==> src/rtl/usr_pkg.sv <==
// ============================================================================
// usr_pkg : mode and FSM encodings for univ_shift_register.   Rev 1.0
// ============================================================================
`default_nettype none

package usr_pkg;

  localparam logic [2:0] USR_HOLD = 3'd0;
  localparam logic [2:0] USR_LOAD = 3'd1;
  localparam logic [2:0] USR_SHL  = 3'd2;
  localparam logic [2:0] USR_SHR  = 3'd3;
  localparam logic [2:0] USR_ROTL = 3'd4;
  localparam logic [2:0] USR_ROTR = 3'd5;
  localparam logic [2:0] USR_ASR  = 3'd6;
  localparam logic [2:0] USR_RSVD = 3'd7;

  typedef enum logic [1:0] {
    ST_IDLE = 2'd0,
    ST_RUN  = 2'd1,
    ST_DONE = 2'd2
  } state_t;

  // Only the five shifting modes may start a burst.
  function automatic logic is_shift_mode(input logic [2:0] mode);
    return (mode >= USR_SHL) && (mode <= USR_ASR);
  endfunction

endpackage

`default_nettype wire

==> src/rtl/univ_shift_register_if.sv <==
// ============================================================================
// univ_shift_register_if : control/data bundle of the shift register.
// o_par exists only when USR_PARITY_EN is defined.            Rev 1.0
// ============================================================================
`default_nettype none

interface univ_shift_register_if #(
  parameter int NBIT = 8
);
  localparam int CNTW = $clog2(NBIT + 1);

  logic            i_en;
  logic [2:0]      i_mode;
  logic [NBIT-1:0] i_d;
  logic            i_sil;
  logic            i_sir;
  logic            i_start;
  logic [CNTW-1:0] i_nshift;
  logic [NBIT-1:0] o_q;
  logic            o_sol;
  logic            o_sor;
  logic            o_busy;
  logic            o_done;
`ifdef USR_PARITY_EN
  logic            o_par;
`endif

  modport master (
`ifdef USR_PARITY_EN
    input  o_par,
`endif
    output i_en, i_mode, i_d, i_sil, i_sir, i_start, i_nshift,
    input  o_q, o_sol, o_sor, o_busy, o_done
  );

  modport slave (
`ifdef USR_PARITY_EN
    output o_par,
`endif
    input  i_en, i_mode, i_d, i_sil, i_sir, i_start, i_nshift,
    output o_q, o_sol, o_sor, o_busy, o_done
  );

endinterface

`default_nettype wire

==> src/rtl/usr_next_value.sv <==
// ============================================================================
// usr_next_value : combinational next-value function of the register.
//                                                             Rev 1.0
// ============================================================================
`default_nettype none

module usr_next_value
  import usr_pkg::*;
#(
  parameter int NBIT = 8
) (
  input  logic [NBIT-1:0] q,
  input  logic [2:0]      mode,
  input  logic [NBIT-1:0] d,
  input  logic            sil,
  input  logic            sir,
  output logic [NBIT-1:0] q_next
);

  always_comb begin
    q_next = q;
    case (mode)
      USR_LOAD: q_next = d;
      USR_SHL:  q_next = {q[NBIT-2:0], sil};
      USR_SHR:  q_next = {sir, q[NBIT-1:1]};
      USR_ROTL: q_next = {q[NBIT-2:0], q[NBIT-1]};
      USR_ROTR: q_next = {q[0], q[NBIT-1:1]};
      USR_ASR:  q_next = {q[NBIT-1], q[NBIT-1:1]};
      default:  q_next = q;
    endcase
  end

endmodule

`default_nettype wire

==> src/rtl/univ_shift_register.sv <==
// ============================================================================
// univ_shift_register : universal shift register with burst engine.
// Optional registered parity output enabled by USR_PARITY_EN.  Rev 1.0
// ============================================================================
`default_nettype none

module univ_shift_register
  import usr_pkg::*;
#(
  parameter int NBIT = 8
) (
  input  logic                  i_clk,
  input  logic                  i_rst,
  univ_shift_register_if.slave  bus
);

  localparam int              CNTW     = $clog2(NBIT + 1);
  localparam logic [CNTW-1:0] NBIT_CNT = CNTW'(NBIT);
  localparam logic [CNTW-1:0] CNT_ONE  = CNTW'(1);

  state_t          state, state_next;
  logic [2:0]      run_mode, run_mode_next;
  logic [CNTW-1:0] count, count_next;
  logic [NBIT-1:0] q, q_next;
  logic [2:0]      op_mode;
  logic            start_ok;
  logic [CNTW-1:0] nshift_clamped;

  usr_next_value #(.NBIT(NBIT)) u_next (
    .q      (q),
    .mode   (op_mode),
    .d      (bus.i_d),
    .sil    (bus.i_sil),
    .sir    (bus.i_sir),
    .q_next (q_next)
  );

  always_comb begin
    state_next     = state;
    run_mode_next  = run_mode;
    count_next     = count;
    op_mode        = USR_HOLD;
    start_ok       = bus.i_start && is_shift_mode(bus.i_mode);
    nshift_clamped = (bus.i_nshift > NBIT_CNT) ? NBIT_CNT : bus.i_nshift;

    case (state)
      ST_IDLE: begin
        if (start_ok) begin
          run_mode_next = bus.i_mode;
          count_next    = nshift_clamped;
          if (nshift_clamped != '0) begin
            // First shift of the burst happens on the accepting edge.
            op_mode    = bus.i_mode;
            count_next = nshift_clamped - CNT_ONE;
            state_next = ST_RUN;
          end else begin
            state_next = ST_DONE;
          end
        end else if (bus.i_en) begin
          op_mode = bus.i_mode;
        end
      end
      ST_RUN: begin
        // With count exhausted RUN lingers one idle cycle before DONE.
        if (count != '0) begin
          op_mode    = run_mode;
          count_next = count - CNT_ONE;
        end else begin
          state_next = ST_DONE;
        end
      end
      ST_DONE: state_next = ST_IDLE;
      default: state_next = ST_IDLE;
    endcase
  end

  always_ff @(posedge i_clk) begin
    if (i_rst) begin
      state    <= ST_IDLE;
      run_mode <= USR_HOLD;
      count    <= '0;
      q        <= '0;
    end else begin
      state    <= state_next;
      run_mode <= run_mode_next;
      count    <= count_next;
      q        <= q_next;
    end
  end

  assign bus.o_q    = q;
  assign bus.o_sol  = q[NBIT-1];
  assign bus.o_sor  = q[0];
  assign bus.o_busy = (state == ST_RUN);
  assign bus.o_done = (state == ST_DONE);

`ifdef USR_PARITY_EN
  logic par;

  always_ff @(posedge i_clk) begin
    if (i_rst) begin
      par <= 1'b0;
    end else begin
      par <= ^q_next;
    end
  end

  assign bus.o_par = par;
`endif

endmodule

`default_nettype wire
==> src/flat_wrapper.sv <==
// flat-port wrapper written by rule: the top's interface ports become plain ports
module univ_shift_register_flat import usr_pkg::*;
#(
  parameter int NBIT = 8
)
  (i_clk, i_rst, bus_i_en, bus_i_mode, bus_i_d, bus_i_sil, bus_i_sir, bus_i_start, bus_i_nshift, bus_o_q, bus_o_sol, bus_o_sor, bus_o_busy, bus_o_done);
  univ_shift_register_if #(.NBIT(NBIT)) bus_i ();
  input  logic i_clk;
  input  logic i_rst;
  input wire logic [$bits(bus_i.i_en)-1:0] bus_i_en;
  input wire logic [$bits(bus_i.i_mode)-1:0] bus_i_mode;
  input wire logic [$bits(bus_i.i_d)-1:0] bus_i_d;
  input wire logic [$bits(bus_i.i_sil)-1:0] bus_i_sil;
  input wire logic [$bits(bus_i.i_sir)-1:0] bus_i_sir;
  input wire logic [$bits(bus_i.i_start)-1:0] bus_i_start;
  input wire logic [$bits(bus_i.i_nshift)-1:0] bus_i_nshift;
  output wire logic [$bits(bus_i.o_q)-1:0] bus_o_q;
  output wire logic [$bits(bus_i.o_sol)-1:0] bus_o_sol;
  output wire logic [$bits(bus_i.o_sor)-1:0] bus_o_sor;
  output wire logic [$bits(bus_i.o_busy)-1:0] bus_o_busy;
  output wire logic [$bits(bus_i.o_done)-1:0] bus_o_done;
  assign bus_i.i_en = bus_i_en;
  assign bus_i.i_mode = bus_i_mode;
  assign bus_i.i_d = bus_i_d;
  assign bus_i.i_sil = bus_i_sil;
  assign bus_i.i_sir = bus_i_sir;
  assign bus_i.i_start = bus_i_start;
  assign bus_i.i_nshift = bus_i_nshift;
  assign bus_o_q = bus_i.o_q;
  assign bus_o_sol = bus_i.o_sol;
  assign bus_o_sor = bus_i.o_sor;
  assign bus_o_busy = bus_i.o_busy;
  assign bus_o_done = bus_i.o_done;
  univ_shift_register #(.NBIT(NBIT)) u_core (.i_clk(i_clk), .i_rst(i_rst), .bus(bus_i));
endmodule
==> config.mk <==
export PLATFORM = sky130hd
export DESIGN_NAME = univ_shift_register_flat
export DESIGN_NICKNAME = d
export VERILOG_FILES = /design/src/rtl/usr_pkg.sv /design/src/rtl/univ_shift_register_if.sv /design/src/rtl/usr_next_value.sv /design/src/rtl/univ_shift_register.sv /design/src/flat_wrapper.sv
export SDC_FILE = /design/constraint.sdc
export NUM_CORES = 1
export LEC_CHECK = 0
export ABC_CLOCK_PERIOD_IN_PS = 9500
export CAP_MARGIN = 0
export CELL_PAD_IN_SITES_DETAIL_PLACEMENT = 1
export CELL_PAD_IN_SITES_GLOBAL_PLACEMENT = 2
export CORE_UTILIZATION = 30
export CTS_BUF_LIST = sky130_fd_sc_hd__clkbuf_8
export DETAILED_ROUTE_END_ITERATION = 16
export PLACE_DENSITY = 0.87
export RECOVER_POWER = 25
export SLEW_MARGIN = 15
export SYNTH_ARGS = -nofsm -noshare
export SYNTH_HDL_FRONTEND = slang
export SYNTH_SLANG_ARGS = --single-unit
==> constraint.sdc <==
create_clock -name i_clk -period 9.5 [get_ports i_clk]
set_clock_uncertainty 0.1 [all_clocks]
set_input_delay 2.375 -clock i_clk [delete_from_list [all_inputs] [get_ports i_clk]]
set_output_delay 2.375 -clock i_clk [all_outputs]
set_load 0.01 [all_outputs]
==> summary.txt, run 1 <==
CTS
  • Hold buffers post-CTS: 0
  • TritonCTS clock tree: yes
  • Worst-case clock buffer depth: 2
  • CTS H-tree lvls: 1
  • Clock transition at path regs: 0.07 ns
  • Clock latency on the worst-skew pair: 0.25 ns
  • Post-CTS Setup Inserts: 0
  • Clk sinks: 17
  • # resized after CTS: 0
  • Root Buffer Master: clkbuf_8
  • CTS buffer count: 3

Critical path
  • Crit path cell chain: clkdlybuf4s50_1 -> nand2b_1 -> ha_1 -> or3b_1 -> a22o_2 -> a22oi_2 -> ha_1 -> a21oi_1 -> o31ai_1 -> nor2_1 -> a211oi_1
  • Largest stage delay, worst path: 0.62 ns
  • Slowest cell on crit path: a22oi_2
  • CP Max Fanout: 14
  • Worst reg2reg startpoint: u_core.state[1]
  • Setup CP Type: in -> reg
  • Worst setup EP type: register
  • Setup crit start: bus_i_nshift[3]
  • Crit start category: input port
  • CP bufs+invs: 1
  • Cell family with most CP delay: compound AO/OA/AOI/OAI gates
  • Data arrival, critical path: 6.25 ns
  • Crit path required time: 9.50 ns
  • Worst path most repeated cell: ha_1

Cells and area
  • Final Net Count: 214
  • Layout area overhead: 28.80%
  • Fraction of layout cells with a size suffix above 1: 0.04762
  • Filler cells: 509
  • Footprint of the multi-input gates: 847.1 um^2
  • FF+latch area: 340.3 um^2
  • N_diodes: 0

Timing
  • Slew margin rel.: 0.4225
  • Minimum clock period: 6.247 ns
  • RSZ-0062 raised after global routing: no
  • Max-slew violation count: 0
  • Fin Hold WS: 0.4221 ns
  • Worst-margin pin slew: 0.8589 ns
  • Fmax: 160.1 MHz
  • Final Hold Fails: 0
  • Setup violations, final: 0
  • Setup TNS: 0 ns
  • Tcrit/Tclk final: 0.6576

Logic synthesis
  • Top-area cell type share of the netlist area: 0.2682
  • Commonest cells in the netlist: nor2_1, dfxtp_1, a21oi_1, o21ai_0, a211oi_1
  • Seq cells post-synth: 17
  • Syn Inst Count: 163
  • Mean Syn Cell Area: 7.784 um^2
  • Library cells used by synthesis: 47
  • Most used DFF post-synth: dfxtp_1
  • Post-synth EDFFs: 0
  • Mapped cell area: 1269 um^2
  • Syn Nets: 187
  • Most numerous cell in the Yosys netlist: nor2_1
  • Yosys top cell by area: dfxtp_1
  • Share of synthesized flip-flops with an asynchronous set or reset: 0
  • Dominant cells by area after synthesis: dfxtp_1, nor2_1, a21oi_1
  • Count of warnings emitted by yosys: 0
  • Register area share after synthesis: 0.2682

Min path
  • Hold Startpoint: u_core.run_mode[1]
  • Hold WC Path Type: reg -> reg

Floorplan
  • # IOs: 33
  • Core area: 4029 um^2
  • Starting density of the core: 0.3149
  • Die Y: 67.03 um
  • Die width: 67.03 um
  • Die area: 4493 um^2
  • Row count: 23

Global route
  • Initial antenna violation count: 0
  • First-pass GRT wire length: 6513 um
  • Pin count of the biggest net entering global routing: 19
  • Total Routing Usage GR: 0.1955
  • Number of global-route vias before repair: 1340
  • Total grt overflow: 0

Detailed routing
  • Vias per cell: 5.590
  • Via count: 1336
  • Router iterations before antenna repair: 4
  • Drt drc: 0
  • DR WL/cell: 16.56 um
  • Initial DRC count: 97
  • WL final: 3957 um
  • Post-route ant nets: 0

Placed design
  • GPL Wtd Cong: 0.7950
  • Detail Placement HPWL: 3038 um
  • Port buffer count: 32

Pwr
  • Lkg Pwr: 0.5942 nW
  • P per Cell Area: 164.3 nW/um^2
  • Worst vdd ir: 77.52 uV

Run status
  • Status: finished, final reports clean

Job
  • Maximum capacitance violations: 0
[path summary, 6_finish.rpt]
check | endpoint | slack (ns) | cells past startpoint
setup reg to reg | u_core.bus.o_q[0] | 5.66 | 11
hold / removal | u_core.run_mode[1] | 0.42 | 2
setup / recovery | u_core.bus.o_q[0] | 3.25 | 11
hold reg to reg | u_core.run_mode[1] | 0.42 | 2
[worst min-delay path, delay by kind of cell, from the launching register on]
| kind | cells | cell delay (ns) |
|---|---|---|
| DFF | 1 | 0.34 |
| and+or+nand+nor | 1 | 0.08 |
| muxes | 1 | 0.07 |
[metrics by stage]
stage	total power, W	cells	area, um^2	setup slack (ns)	util
4_1_cts	0.0002729	239	1634	3.316	0.4056
3_5_place_dp	0.0002171	235	1589	3.051	0.3944
5_1_grt	0.0002899	239	1634	2.905	0.4056
3_3_place_gp	0.0002116	235	1589	3.286	0.3944
6_report	0.0002684	239	1634	3.253	0.4056
2_1_floorplan	0.0001700	163	1269	4.423	-
[kinds of logic (layout without fill, tap and decap cells)]
kind of cell	Yosys count	after routing	synth area share
compound gates	61	61	0.3304
xor+xnor	2	2	0.01381
fa+ha+maj	3	3	0.02959
buf+inv	15	41	0.06410
flops	17	17	0.2682
mux	6	6	0.05029
simple gates	59	59	0.2436
[state kept, by name, indices dropped and copies added (netlist names)]
signal and cells:
u_core.bus.o_q 8, u_core.count 4, u_core.run_mode 3, u_core.state 2
[where the power goes]
group / internal, W / switching (W) / total [W]
clock: 0.0000287 / 0.0000265 / 0.0000552
combinational: 0.0000537 / 0.0000645 / 0.000118
sequential: 0.0000824 / 0.0000126 / 0.0000950
total: 0.000165 / 0.000104 / 0.000268
[layout make-up]
cell class	instances	area share
clock buffer	3	0.02527
clock inverter	1	0.002297
inverter	5	0.01149
multi-input combinational	131	0.5184
sequential	17	0.2083
tap	50	0.03828
timing repair buffer	32	0.1960
[placed cells by master, fill, tap and decap left out, types with 2 or more instances in the layout]
cell | Yosys | routed
clkdlybuf4s50_1 | 0 | 25
inv_1 | 5 | 6
a22o_1 | 2 | 2
and3_1 | 2 | 2
a21boi_0 | 2 | 2
ha_1 | 3 | 3
o211ai_1 | 2 | 2
nor2b_1 | 3 | 3
nand3b_1 | 2 | 2
a211oi_1 | 8 | 8
clkbuf_8 | 0 | 3
dfxtp_1 | 17 | 17
nor3_1 | 5 | 5
a311oi_1 | 2 | 2
a22oi_1 | 5 | 5
nand2_1 | 7 | 7
a22oi_2 | 2 | 2
nor2_1 | 22 | 22
a31oi_1 | 2 | 2
nand4_1 | 2 | 2
mux2i_1 | 5 | 5
nor3b_1 | 2 | 2
xnor2_1 | 2 | 2
nand2b_1 | 6 | 6
a21oi_1 | 14 | 14
o21ai_0 | 10 | 10
nand3_1 | 2 | 2
o2bb2ai_1 | 2 | 2
and2_1 | 2 | 2
dlygate4sd3_1 | 0 | 7
[layer usage]
layer  vias up  global-route usage  share of wire
met3         4             0.04110          0.043
met2        36              0.3163           0.48
met1       639              0.2579           0.47
met5         -                   0              0
met4         0             0.05319         0.0091
li1        657                   -              -
(Power assumes the default switching activity.)
==> run 2: changes to the inputs <==
--- a/config.mk
+++ b/config.mk
@@ -5,14 +5,14 @@
 export SDC_FILE = /design/constraint.sdc
 export NUM_CORES = 1
 export LEC_CHECK = 0
-export ABC_CLOCK_PERIOD_IN_PS = 9500
+export ABC_CLOCK_PERIOD_IN_PS = 5800
 export CAP_MARGIN = 0
 export CELL_PAD_IN_SITES_DETAIL_PLACEMENT = 1
 export CELL_PAD_IN_SITES_GLOBAL_PLACEMENT = 2
-export CORE_UTILIZATION = 30
+export CORE_UTILIZATION = 28
 export CTS_BUF_LIST = sky130_fd_sc_hd__clkbuf_8
 export DETAILED_ROUTE_END_ITERATION = 16
-export PLACE_DENSITY = 0.87
+export PLACE_DENSITY = 0.82
 export RECOVER_POWER = 25
 export SLEW_MARGIN = 15
 export SYNTH_ARGS = -nofsm -noshare
==> constraint.sdc (replaced) <==
create_clock -name i_clk -period 5.8 [get_ports i_clk]
set_clock_uncertainty 0.1 [all_clocks]
set_input_delay 1.45 -clock i_clk [delete_from_list [all_inputs] [get_ports i_clk]]
set_output_delay 1.45 -clock i_clk [all_outputs]
set_load 0.01 [all_outputs]
==> run 2 against run 1 <==
Effect of this change: non-clock buffer count grew 1; critical path depth grew 1; setup slack lost 2.7 ns; power grew 64%; clock power grew 68%.
==> summary.txt, run 2 (same netlist as run 1, synthesis figures left out) <==
Min path
  • Hold Path Depth: 2 (unchanged)
  • Hold EP: u_core.run_mode[2]
  • Hold Startpoint: u_core.run_mode[2]
  • Hold WC Path Type: reg -> reg

Critical path
  • Setup crit start: bus_i_nshift[3]
  • Register-to-Register Path Depth: 11 (unchanged)
  • Worst R2R Setup Slack: 1.88 ns (-3.78 ns)
  • Reg-to-reg critical path endpoint: u_core.bus.o_q[3]
  • CP Max Fanout: 11 (-3)
  • Worst setup EP type: register
  • Setup CP Type: in -> reg
  • Crit path required time: 5.81 ns (-3.69 ns)
  • Worst reg2reg startpoint: u_core.state[1]
  • Data arrival, critical path: 5.27 ns (-0.98 ns)
  • Crit start category: input port

Timing
  • Final Hold Fails: 0 (unchanged)
  • Minimum clock period: 5.260 ns
  • Setup violations, final: 0 (unchanged)
  • RSZ-0062 raised after global routing: no
  • Fin Hold WS: 0.4051 ns (-0.01704 ns)
  • Max-slew violation count: 0 (unchanged)
  • Setup TNS: 0 ns (unchanged)
  • Slew margin rel.: 0.3028 (-0.1197)
  • Tcrit/Tclk final: 0.9068
  • Worst-margin pin slew: 1.037 ns (+0.1780 ns)
  • Fmax: 190.1 MHz

Detailed routing
  • Vias per cell: 5.541 (-0.87%)
  • Post-route ant nets: 0 (unchanged)
  • Router iterations before antenna repair: 4 (unchanged)
  • Initial DRC count: 33 (-66%)
  • WL final: 3902 um (-1.4%)
  • DR WL/cell: 16.12 um (-2.6%)
  • Drt drc: 0 (unchanged)
  • Via count: 1341 (+0.37%)

CTS
  • CTS H-tree lvls: 1 (unchanged)
  • Clk sinks: 17 (unchanged)
  • Root Buffer Master: clkbuf_8
  • Clock transition at path regs: 0.08 ns (about the same)
  • Post-CTS Setup Inserts: 0 (unchanged)
  • Worst-case clock buffer depth: 2 (unchanged)
  • Hold buffers post-CTS: 0 (unchanged)
  • CTS buffer count: 3 (unchanged)
  • # resized after CTS: 0 (unchanged)
  • TritonCTS clock tree: yes
  • Clock latency on the worst-skew pair: 0.26 ns (about the same)

Pwr
  • Clk pwr share: 0.210 (+0.004)
  • Worst vdd ir: 92.55 uV (+19%)
  • P_int: 0.0002716 W (+65%)
  • Combinational Power Share: 0.437 (-0.004)
  • Seq pwr share: 0.353 (about the same)
  • Lkg Pwr: 0.5976 nW (+0.57%)
  • Sw Share: 0.3845 (-0.001307)
  • P per Cell Area: 268.2 nW/um^2 (+63%)
  • Switching power of the nets: 0.0001697 W (+64%)

Cells and area
  • Fraction of layout cells with a size suffix above 1: 0.05789 (+0.01028)
  • Layout area overhead: 29.68%
  • Filler cells: 522 (+2.6%)
  • Final Net Count: 215 (+0.47%)
  • Largest register FFs: 8 (unchanged)
  • Commonest non-fill, non-tap cell in the layout: clkdlybuf4s50_1
  • N_diodes: 0 (unchanged)
  • Commonest cells after routing, fill and taps aside: clkdlybuf4s50_1, nor2_1, dfxtp_1, a21oi_1, o21ai_0

Global route
  • Pin count of the biggest net entering global routing: 19 (unchanged)
  • Total Routing Usage GR: 0.1745 (-0.02103)
  • Initial antenna violation count: 0 (unchanged)
  • First-pass GRT wire length: 6789 um (+4.2%)
  • Total grt overflow: 0 (unchanged)
  • Number of global-route vias before repair: 1393 (+4.0%)

Floorplan
  • Starting density of the core: 0.2914 (-0.02353)
  • Core area: 4354 um^2 (+8.1%)
  • Die Y: 69.32 um (+3.4%)
  • # IOs: 33 (unchanged)
  • Row count: 24 (+4.3%)
  • Die width: 69.32 um (+3.4%)
  • Die area: 4805 um^2 (+6.9%)

Job
  • Maximum capacitance violations: 0 (unchanged)

Placed design
  • Port buffer count: 32 (unchanged)
  • Detail Placement HPWL: 3060 um (+0.72%)
  • GPL Wtd Cong: 0.8102 (+1.9%)

Run status
  • Status: finished, final reports clean
==> run 2: layer usage <==
layer / vias up / track usage / wire length, um
li1: 657 / - / -
met1: 658 / 0.2251 / 1899
met2: 20 / 0.2891 / 1857
met3: 6 / 0.02762 / 93
met4: 0 / 0.07029 / 51
met5: - / 0 / 0
==> run 2: worst max path at each step <==
stage | end | slack, ns | cells past startpoint
after floorplan | u_core.bus.o_q[5] | 1.65 | 14
after global placement | u_core.bus.o_q[3] | 0.50 | 12
after detailed placement | u_core.bus.o_q[3] | 0.32 | 12
after CTS | u_core.bus.o_q[3] | 0.58 | 12
after global routing | u_core.bus.o_q[3] | 0.12 | 13
final | u_core.bus.o_q[3] | 0.54 | 12
==> run 2: final cells by class <==
type,instances,area (um^2),share of cell area
multi-input cells,131,847.1,0.5148
repair buffers,33,327.8,0.1992
well taps,52,65.06,0.03954
clock buffers,3,41.29,0.02510
inverters,5,18.77,0.01141
clock inverters,1,5.005,0.003042
flip-flops and latches,17,340.3,0.2068
==> run 2: power groups by stage <==
stage	Sequential [W]	Clock (W)	Combinational (W)
after floorplan	0.000158	0	0.000121
after global placement	0.000158	0	0.000190
after detailed placement	0.000159	0	0.000196
after CTS	0.000156	0.0000981	0.000197
after global routing	0.000159	0.000103	0.000215
final	0.000156	0.0000929	0.000193
==> run 2: worst max-delay path, stage by stage <==
cell and delay, ns:
clkdlybuf4s50_1 0.58, nand2b_1 0.14, ha_1 0.22, or3b_1 0.45
a22o_2 0.28, a22o_1 0.38, inv_1 0.25, ha_1 0.30
a21oi_1 0.53, o31ai_1 0.40, nor2_1 0.20, a211oi_1 0.07
==> run 2: per-stage QoR <==
stage	cell area (um^2)	instances	total power [W]	setup slack (ns)	util
CTS	1645	242	0.0004512	0.5778	0.3779
global route	1645	242	0.0004764	0.1186	0.3779
finish	1645	242	0.0004413	0.5405	0.3779
detailed placement	1599	238	0.0003549	0.3182	0.3672
floorplan	1269	163	0.0002785	1.648	-
global placement	1599	238	0.0003486	0.5021	0.3672
